--- config.mk ---
export PLATFORM = sky130hd
export DESIGN_NAME = fetch_stage
export DESIGN_NICKNAME = d
export VERILOG_FILES = /design/src/rtl/fetch_stage_pkg.sv /design/src/rtl/return_stack.sv /design/src/rtl/fetch_stage.sv
export SDC_FILE = /design/constraint.sdc
export NUM_CORES = 1
export LEC_CHECK = 0
export BUFFER_PORTS_ARGS = -buffer_cell sky130_fd_sc_hd__buf_2
export CAP_MARGIN = 20
export CORE_AREA = 2 2 123 125
export DETAILED_ROUTE_END_ITERATION = 8
export DIE_AREA = 0 0 125 127
export PLACE_DENSITY = 0.78
export SLEW_MARGIN = 5
export SYNTH_ARGS = -nofsm -noshare
export SYNTH_HDL_FRONTEND = slang
export SYNTH_SLANG_ARGS = --single-unit
--- constraint.sdc ---
create_clock -name clk -period 3.7 [get_ports clk]
set_input_delay 0.185 -clock clk [delete_from_list [all_inputs] [get_ports clk]]
set_output_delay 0.185 -clock clk [all_outputs]
set_load 0.01 [all_outputs]
--- src/rtl/fetch_stage_pkg.sv ---
// Shared definitions for the instruction-fetch front end: default widths,
// next-PC select encodings and the NOP word loaded on flush/reset.
package fetch_stage_pkg;

    localparam int ADDR_W_DEF      = 12;
    localparam int INSTR_W_DEF     = 19;
    localparam int STACK_DEPTH_DEF = 8;

    typedef enum logic [1:0] {
        PC_INC    = 2'b00,
        PC_BRANCH = 2'b01,
        PC_JUMP   = 2'b10,
        PC_RET    = 2'b11
    } pc_sel_e;

    localparam logic [INSTR_W_DEF-1:0] NOP_WORD = '0;

endpackage

--- src/rtl/return_stack.sv ---
// Hardware return-address stack with sticky overflow/underflow/conflict flags.
// Latency: top is combinational from sp; push/pop land on the edge. Backpressure: en=0 freezes all ops.
module return_stack
    import fetch_stage_pkg::*;
#(
    parameter int ADDR_W = ADDR_W_DEF,
    parameter int DEPTH  = STACK_DEPTH_DEF
) (
    input  logic              clk,
    input  logic              reset,
    input  logic              en,
    input  logic              push,
    input  logic              pop,
    input  logic [ADDR_W-1:0] push_dat,
    output logic [ADDR_W-1:0] top_dat,
    output logic              overflow,
    output logic              underflow,
    output logic              conflict
);

    localparam int IDX_W = $clog2(DEPTH);
    localparam int SP_W  = IDX_W + 1;

    logic [ADDR_W-1:0] mem [DEPTH];
    logic [SP_W-1:0]   sp;
    logic [IDX_W-1:0]  top_idx;
    logic              full;
    logic              empty;
    logic              do_push;
    logic              do_pop;

    assign full    = (sp == SP_W'(DEPTH));
    assign empty   = (sp == '0);
    assign do_push = en & push & ~pop & ~full;
    assign do_pop  = en & pop & ~push & ~empty;
    assign top_idx = IDX_W'(sp - SP_W'(1));

    // An empty stack returns address 0 rather than stale storage.
    assign top_dat = empty ? '0 : mem[top_idx];

    always_ff @(posedge clk) begin
        if (do_push) begin
            mem[sp[IDX_W-1:0]] <= push_dat;
        end
    end

    always_ff @(posedge clk) begin
        if (reset) begin
            sp        <= '0;
            overflow  <= 1'b0;
            underflow <= 1'b0;
            conflict  <= 1'b0;
        end else begin
            if (do_push) begin
                sp <= sp + SP_W'(1);
            end else if (do_pop) begin
                sp <= sp - SP_W'(1);
            end
            if (en & push & pop) begin
                conflict <= 1'b1;
            end
            if (en & push & ~pop & full) begin
                overflow <= 1'b1;
            end
            if (en & pop & ~push & empty) begin
                underflow <= 1'b1;
            end
        end
    end

endmodule

--- src/rtl/fetch_stage.sv ---
// Fetch front end: PC register, next-PC select, return stack and IF/ID register.
// Latency: fetched word reaches IF/ID one cycle after its PC. Backpressure: pc_writebar/IF_ID_loadbar hold state.
module fetch_stage
    import fetch_stage_pkg::*;
#(
    parameter int ADDR_W      = ADDR_W_DEF,
    parameter int INSTR_W     = INSTR_W_DEF,
    parameter int STACK_DEPTH = STACK_DEPTH_DEF
) (
    input  logic               clk,
    input  logic               reset,
    input  logic               pc_writebar,
    input  logic               IF_ID_loadbar,
    input  logic               IF_ID_flush,
    input  logic [1:0]         pc_mux,
    input  logic [ADDR_W-1:0]  branch_target,
    input  logic [ADDR_W-1:0]  jump_target,
    input  logic               push,
    input  logic               pop,
    input  logic [INSTR_W-1:0] imem_data,
    output logic [ADDR_W-1:0]  imem_addr,
    output logic [INSTR_W-1:0] instruction,
    output logic [INSTR_W-1:0] IF_ID_instruction,
    output logic [ADDR_W-1:0]  IF_ID_pc,
    output logic [ADDR_W-1:0]  pc,
    output logic               stack_overflow,
    output logic               stack_underflow,
    output logic               stack_conflict
);

    logic [ADDR_W-1:0] next_pc;
    logic [ADDR_W-1:0] ret_dat;
    logic [ADDR_W-1:0] ret_push_dat;

    assign imem_addr    = pc;
    assign instruction  = imem_data;
    assign ret_push_dat = IF_ID_pc + ADDR_W'(1);

    // Stack ops are gated by the IF/ID stall so a stalled call/return acts once.
    return_stack #(
        .ADDR_W (ADDR_W),
        .DEPTH  (STACK_DEPTH)
    ) u_stack (
        .clk       (clk),
        .reset     (reset),
        .en        (~IF_ID_loadbar),
        .push      (push),
        .pop       (pop),
        .push_dat  (ret_push_dat),
        .top_dat   (ret_dat),
        .overflow  (stack_overflow),
        .underflow (stack_underflow),
        .conflict  (stack_conflict)
    );

    always_comb begin
        next_pc = pc + ADDR_W'(1);
        case (pc_sel_e'(pc_mux))
            PC_INC:    next_pc = pc + ADDR_W'(1);
            PC_BRANCH: next_pc = branch_target;
            PC_JUMP:   next_pc = jump_target;
            PC_RET:    next_pc = ret_dat;
            default:   next_pc = pc + ADDR_W'(1);
        endcase
    end

    always_ff @(posedge clk) begin
        if (reset) begin
            pc <= '0;
        end else if (!pc_writebar) begin
            pc <= next_pc;
        end
    end

    always_ff @(posedge clk) begin
        if (reset || IF_ID_flush) begin
            IF_ID_instruction <= INSTR_W'(NOP_WORD);
            IF_ID_pc          <= '0;
        end else if (!IF_ID_loadbar) begin
            IF_ID_instruction <= instruction;
            IF_ID_pc          <= pc;
        end
    end

endmodule

**Word-level counts from Yosys, hierarchy flattened**

Memories as Yosys holds them, arrays and structs flattened.
Cells that the tools add are included.

- Add/sub/neg operators: 4
- Equal/unequal tests: 4
- Multiplexer cells: 6
- Bitwise gates (word level): 14
- Reduce and logical (&&, ||, !) cells: 4

Operators by type and width:

| kind | count |
|---|---|
| 12-bit one-hot mux with 4 select lines | 1 |
| 12-bit by 1-bit adder with 12-bit output, second input constant | 2 |
| 12-bit two-way mux | 1 |
| 1-bit bitwise AND | 9 |
| 4-bit two-way mux | 2 |
| 1-bit inverter | 5 |
| 4-bit by 1-bit adder with 4-bit output, second input constant | 1 |
| 2-bit == test, second input constant | 2 |
| 4-bit == test, second input constant | 1 |
| 4-bit zero test | 1 |
| 4-bit by 1-bit subtractor with 4-bit output, second input constant | 1 |
| 2-bit by 1-bit == test with 1-bit output, second input constant | 1 |
| 2-bit zero test | 1 |
| 1-bit two-way mux | 2 |
| 2-bit nonzero test | 1 |
| 1-bit logical OR | 1 |

- Flip-flop bits (word level): 50
- Bits in writable memories: 96
- Memories: 1

Memory list:

| memory | words | bits a word | read ports | clocked after Yosys merged registers in | write ports | line | text |
|---|---|---|---|---|---|---|---|
| u_stack.mem | 8 | 12 | 1 | 0 | 1 | return_stack.sv:24 | `logic [ADDR_W-1:0] mem [DEPTH];` |

**Longest topological paths before layout**

- Depth in word-level cells: 6
- Depth in mapped cells: 11

**Cells and area by module**

A second synthesis with hierarchy kept.

- Cells, all modules: 494
- Area, all modules: 6578.8 µm²

Modules (own cells, without submodules):

| module | times used | cells each | area an instance (µm²) |
|---|---|---|---|
| return_stack | 1 | 224 | 4102.7 |
| fetch_stage | 1 | 270 | 2476.1 |

**Worst setup path before layout**

OpenSTA, ideal clock, no wires.

- Path kind: flip-flop to flip-flop
- From: reg u_stack.sp[0]
- To: mem u_stack.mem[0][0] (netlist name) (enable)
- Arrival: 2.588 ns
- Data required time: 3.288 ns
- Path slack: 0.699 ns
- Stages on the path, launching flop included: 9
- Path buffers: 2
- Clock period less this slack: 3.001 ns
- Cells stage by stage: dfxtp_1 -> buf_2 -> buf_4 -> inv_2 -> ha_1 -> nor2b_1 -> nand2_1 -> nand2_1 -> nor4_1

- Longest elaborated chain between the ends: 5

RTL lines:

| item | line | text |
|---|---|---|
| from (decl) | return_stack.sv:25 | `logic [SP_W-1:0] sp;` |
| from (signal assigned) | return_stack.sv:55 | `sp <= sp + SP_W'(1);` |
| from (signal assigned) | return_stack.sv:57 | `sp <= sp - SP_W'(1);` |
| 4-bit == test | return_stack.sv:32 | `assign full = (sp == SP_W'(DEPTH));` |
| 1-bit inverter | return_stack.sv:34 | `assign do_push = en & push & ~pop & ~full;` |
| 1-bit bitwise AND | return_stack.sv:34 |  |
| 1-bit two-way mux | return_stack.sv:42 | `if (do_push) begin` |
| 1-bit two-way mux (implied by the code) | return_stack.sv:43 | `mem[sp[IDX_W-1:0]] <= push_dat;` |
| to (decl) | return_stack.sv:24 |  |

Parallel ways exist; a longest one is shown, timed or not.

**Worst setup path after layout**

- From: reg u_stack.sp[1]
- To: reg pc[9] (netlist: imem_addr[9])

- Longest elaborated chain between the ends: 4

RTL lines:

| item | line | text |
|---|---|---|
| 4-bit by 1-bit subtractor with 4-bit output | return_stack.sv:36 | `assign top_idx = IDX_W'(sp - SP_W'(1));` |
| memory read 8 x 12 bit | n/a |  |
| 12-bit two-way mux * | return_stack.sv:39 | `assign top_dat = empty ? '0 : mem[top_idx];` |
| 12-bit one-hot mux with 4 select lines * | fetch_stage.sv:58 | `case (pc_sel_e'(pc_mux))` |
| to (signal assigned) | fetch_stage.sv:71 | `pc <= next_pc;` |
| to (decl) | fetch_stage.sv:25 | `output logic [ADDR_W-1:0] pc,` |

Mark *: on every way between the ends. The rest lies on a longest branch, timed or not.
A chain may end at the register's enable or synchronous reset.

==> impl_results.md <==
- # DRC: 0
- Drt initial violations: 396
- WL final: 15100 µm
- Post-route worst setup slack: 949 ps
- Root Driver: clkbuf_16
- Async SR Flop Fraction: 0%
- P_leak: 3.00 nW
- CTS tree: yes
- Flops & latches, synth: 146
- Final Max Tran Viols: 0
- Buf/Inv on CP: 2
- Highest clock rate: 364 MHz
- Final worst path period share: 74.3%
- H-tree levels: 4
- Layout cells sized above 1: 33.7%
- Slew @ Worst Pin: 990 ps
- Pwr/cell area: 500 mW/mm²
- Top_reg_cell synth: edfxtp_1
- Synthesized netlist cell count: 485
- Clock slew seen by the registers of the worst setup and hold paths: 60 ps
- Final nets: 640
- Worst skew pair latency: 430 ps
- Die footprint: 0.0159 mm²
- Global-route wire length before repair: 23000 µm
- Most common cell after layout, fill and taps aside: buf_2
- Syn avg cell area: 13.3 µm²
- Required @ worst endpoint: 3990 ps
- Overflow after GRT: 0
- Pin count of the biggest net entering global routing: 35
- Antenna diodes: 0
- Wire per inst: 19.3 µm
- Synth top area share: 44.7%
- Setup bufs post-CTS: 0
- # setup viols final: 0
- Post-synth top area cell: edfxtp_1
- Post-synth EDFFs: 96
- Register area share after synthesis: 60.3%
- CP Capture Type: flip-flop
- CP cell instances: inv_1 -> ha_1 -> buf_4 -> mux4_2 -> mux2_4 -> a221oi_2 -> nor3_1
- Most frequent cells in the layout: buf_2, edfxtp_1, dfxtp_1, nor2_1, mux2i_1
- WS Path Type: flip-flop to flip-flop
- Crit path max fanout: 15
- Pre-CTS setup slack: 972 ps
- Synth Cell Area: 0.00644 mm²
- Die Ht: 127 µm
- Vias in the first global route: 4211
- Synthesis-to-finish area growth: 18.3%
- Num CTS Buffers: 17
- Synth warn: 0
- Gr usage total: 18.9%
- Die W: 125 µm
- Max-cap violations: 0
- Fillers: 1197
- Worst IR Drop VDD: 0.000353 V
- Synth top area cells: edfxtp_1, dfxtp_1, mux4_2
- Setup TNS: 0 ps
- Row count: 44
- Critical path's top delay family: adder cells
- Storage cell area: 0.00388 mm²
- Post-route ant nets: 0
- Core area: 0.0144 mm²
- Crit path launch type: flip-flop
- Worst path slowest cell: ha_1
- CP arrival: 3040 ps
- Gpl congestion: 0.864
- I/O pins: 129
- Outcome: complete, no violations
- DP HPWL: 10100 µm
- Min cycle time layout: 2750 ps
- Via count: 4341
- CTS max path bufs: 2
- Via/cell ratio: 5.56
- CTS Sinks: 146
- Worst Hold Class: primary input to flip-flop
- Relative slew slack: 34.0%
- Multi-input gate area: 0.00216 mm²
- Number of distinct library cells after synthesis: 50
- Final hold vios: 0
- Net Count, Synth: 541
- Unrepaired setup endpoints after global routing: no
- Initial core utilization: 44.7%
- First-pass DRT Iterations: 5
- Initial antenna violation count: 0
- Worst path max stage delay: 710 ps
- Post-Route Skew: 13.6 ps
- Port bufs: 128
==> what timing repair did <==
| action | in CTS | in global routing |
|---|---|---|
| hold endpoints to repair | 2 | 0 |
| hold buffers | 2 | 0 |
| setup endpoints to repair | 0 | 0 |
| resized for setup | 0 | 0 |
==> logic make-up after synthesis <==
| kind of cell | Yosys count | share of synthesized area, % |
|---|---|---|
| and+or+nand+nor | 129 | 9.67 |
| xor gates and xnor gates | 19 | 2.58 |
| buffers and inverters | 72 | 6.41 |
| muxes | 66 | 15.0 |
| AOI/OAI and AO/OA | 49 | 5.28 |
| adders and majority gates | 4 | 0.777 |
| DFF | 146 | 60.3 |
==> report_power, final <==
group	internal (mW)	total, mW	leakage (nW)	switching [mW]
combinational	0.174	0.376	1.45	0.202
sequential	1.76	1.79	1.28	0.0333
clock	0.989	1.65	0.267	0.660
total	2.92	3.81	3.00	0.895
==> layer usage <==
layer,GRT usage (%),share of wire (%),wire length [µm]
met1,25.3,41,6180
met2,30.5,49,7450
met3,4.86,8.2,1240
met4,6.01,1.4,216
met5,0,0,0
==> Yosys cell counts, types with 11 or more instances <==
library cell / instances
nand2_1: 16
nor2_1: 49
nand3_1: 15
nor3_1: 11
inv_1: 11
mux4_2: 22
xnor2_1: 15
buf_4: 32
dfxtp_1: 50
clkbuf_1: 20
edfxtp_1: 96
a21oi_1: 13
mux2i_1: 34
==> state kept, by name, indices dropped and copies added, names as in the netlist <==
name               count
IF_ID_instruction     19
u_stack.mem           96
u_stack.sp             4
imem_addr             12
IF_ID_pc              12
u_stack.overflow       1
u_stack.conflict       1
u_stack.underflow      1
==> final cells by class <==
type,instances,share of cell area (%)
well taps,184,3.02
multi-input cells,267,28.3
inverters,12,0.591
repair buffers,140,9.65
clock inverters,13,1.76
clock buffers,19,5.68
flip-flops and latches,146,51.0
==> tightest hold or removal path, stage by stage <==
cell	delay [ps]
buf_2	80
mux2i_1	60
nor2_1	70
==> through the flow <==
stage	instance area, µm²	hold WS [ps]	power, mW	utilization (%)	std cells
6_report	7620	8.27	3.81	52.8	781
4_1_cts	7620	0.948	3.83	52.8	781
2_1_floorplan	6440	329	2.09	-	485
3_5_place_dp	7040	439	2.20	48.8	747
3_3_place_gp	7040	427	2.18	48.8	747
5_1_grt	7620	9.70	3.94	52.8	781
==> path summary, 6_finish.rpt <==
path	slack (ps)	cells after the start	end	start
worst max-delay path	950	7	imem_addr[9]	u_stack.sp[1]
worst min-delay path	8	3	IF_ID_instruction[18]	imem_data[18]
worst max register to register	950	7	imem_addr[9]	u_stack.sp[1]
worst min register to register	480	2	u_stack.conflict	u_stack.conflict
No activity file was read; power rests on OpenSTA's default activity.
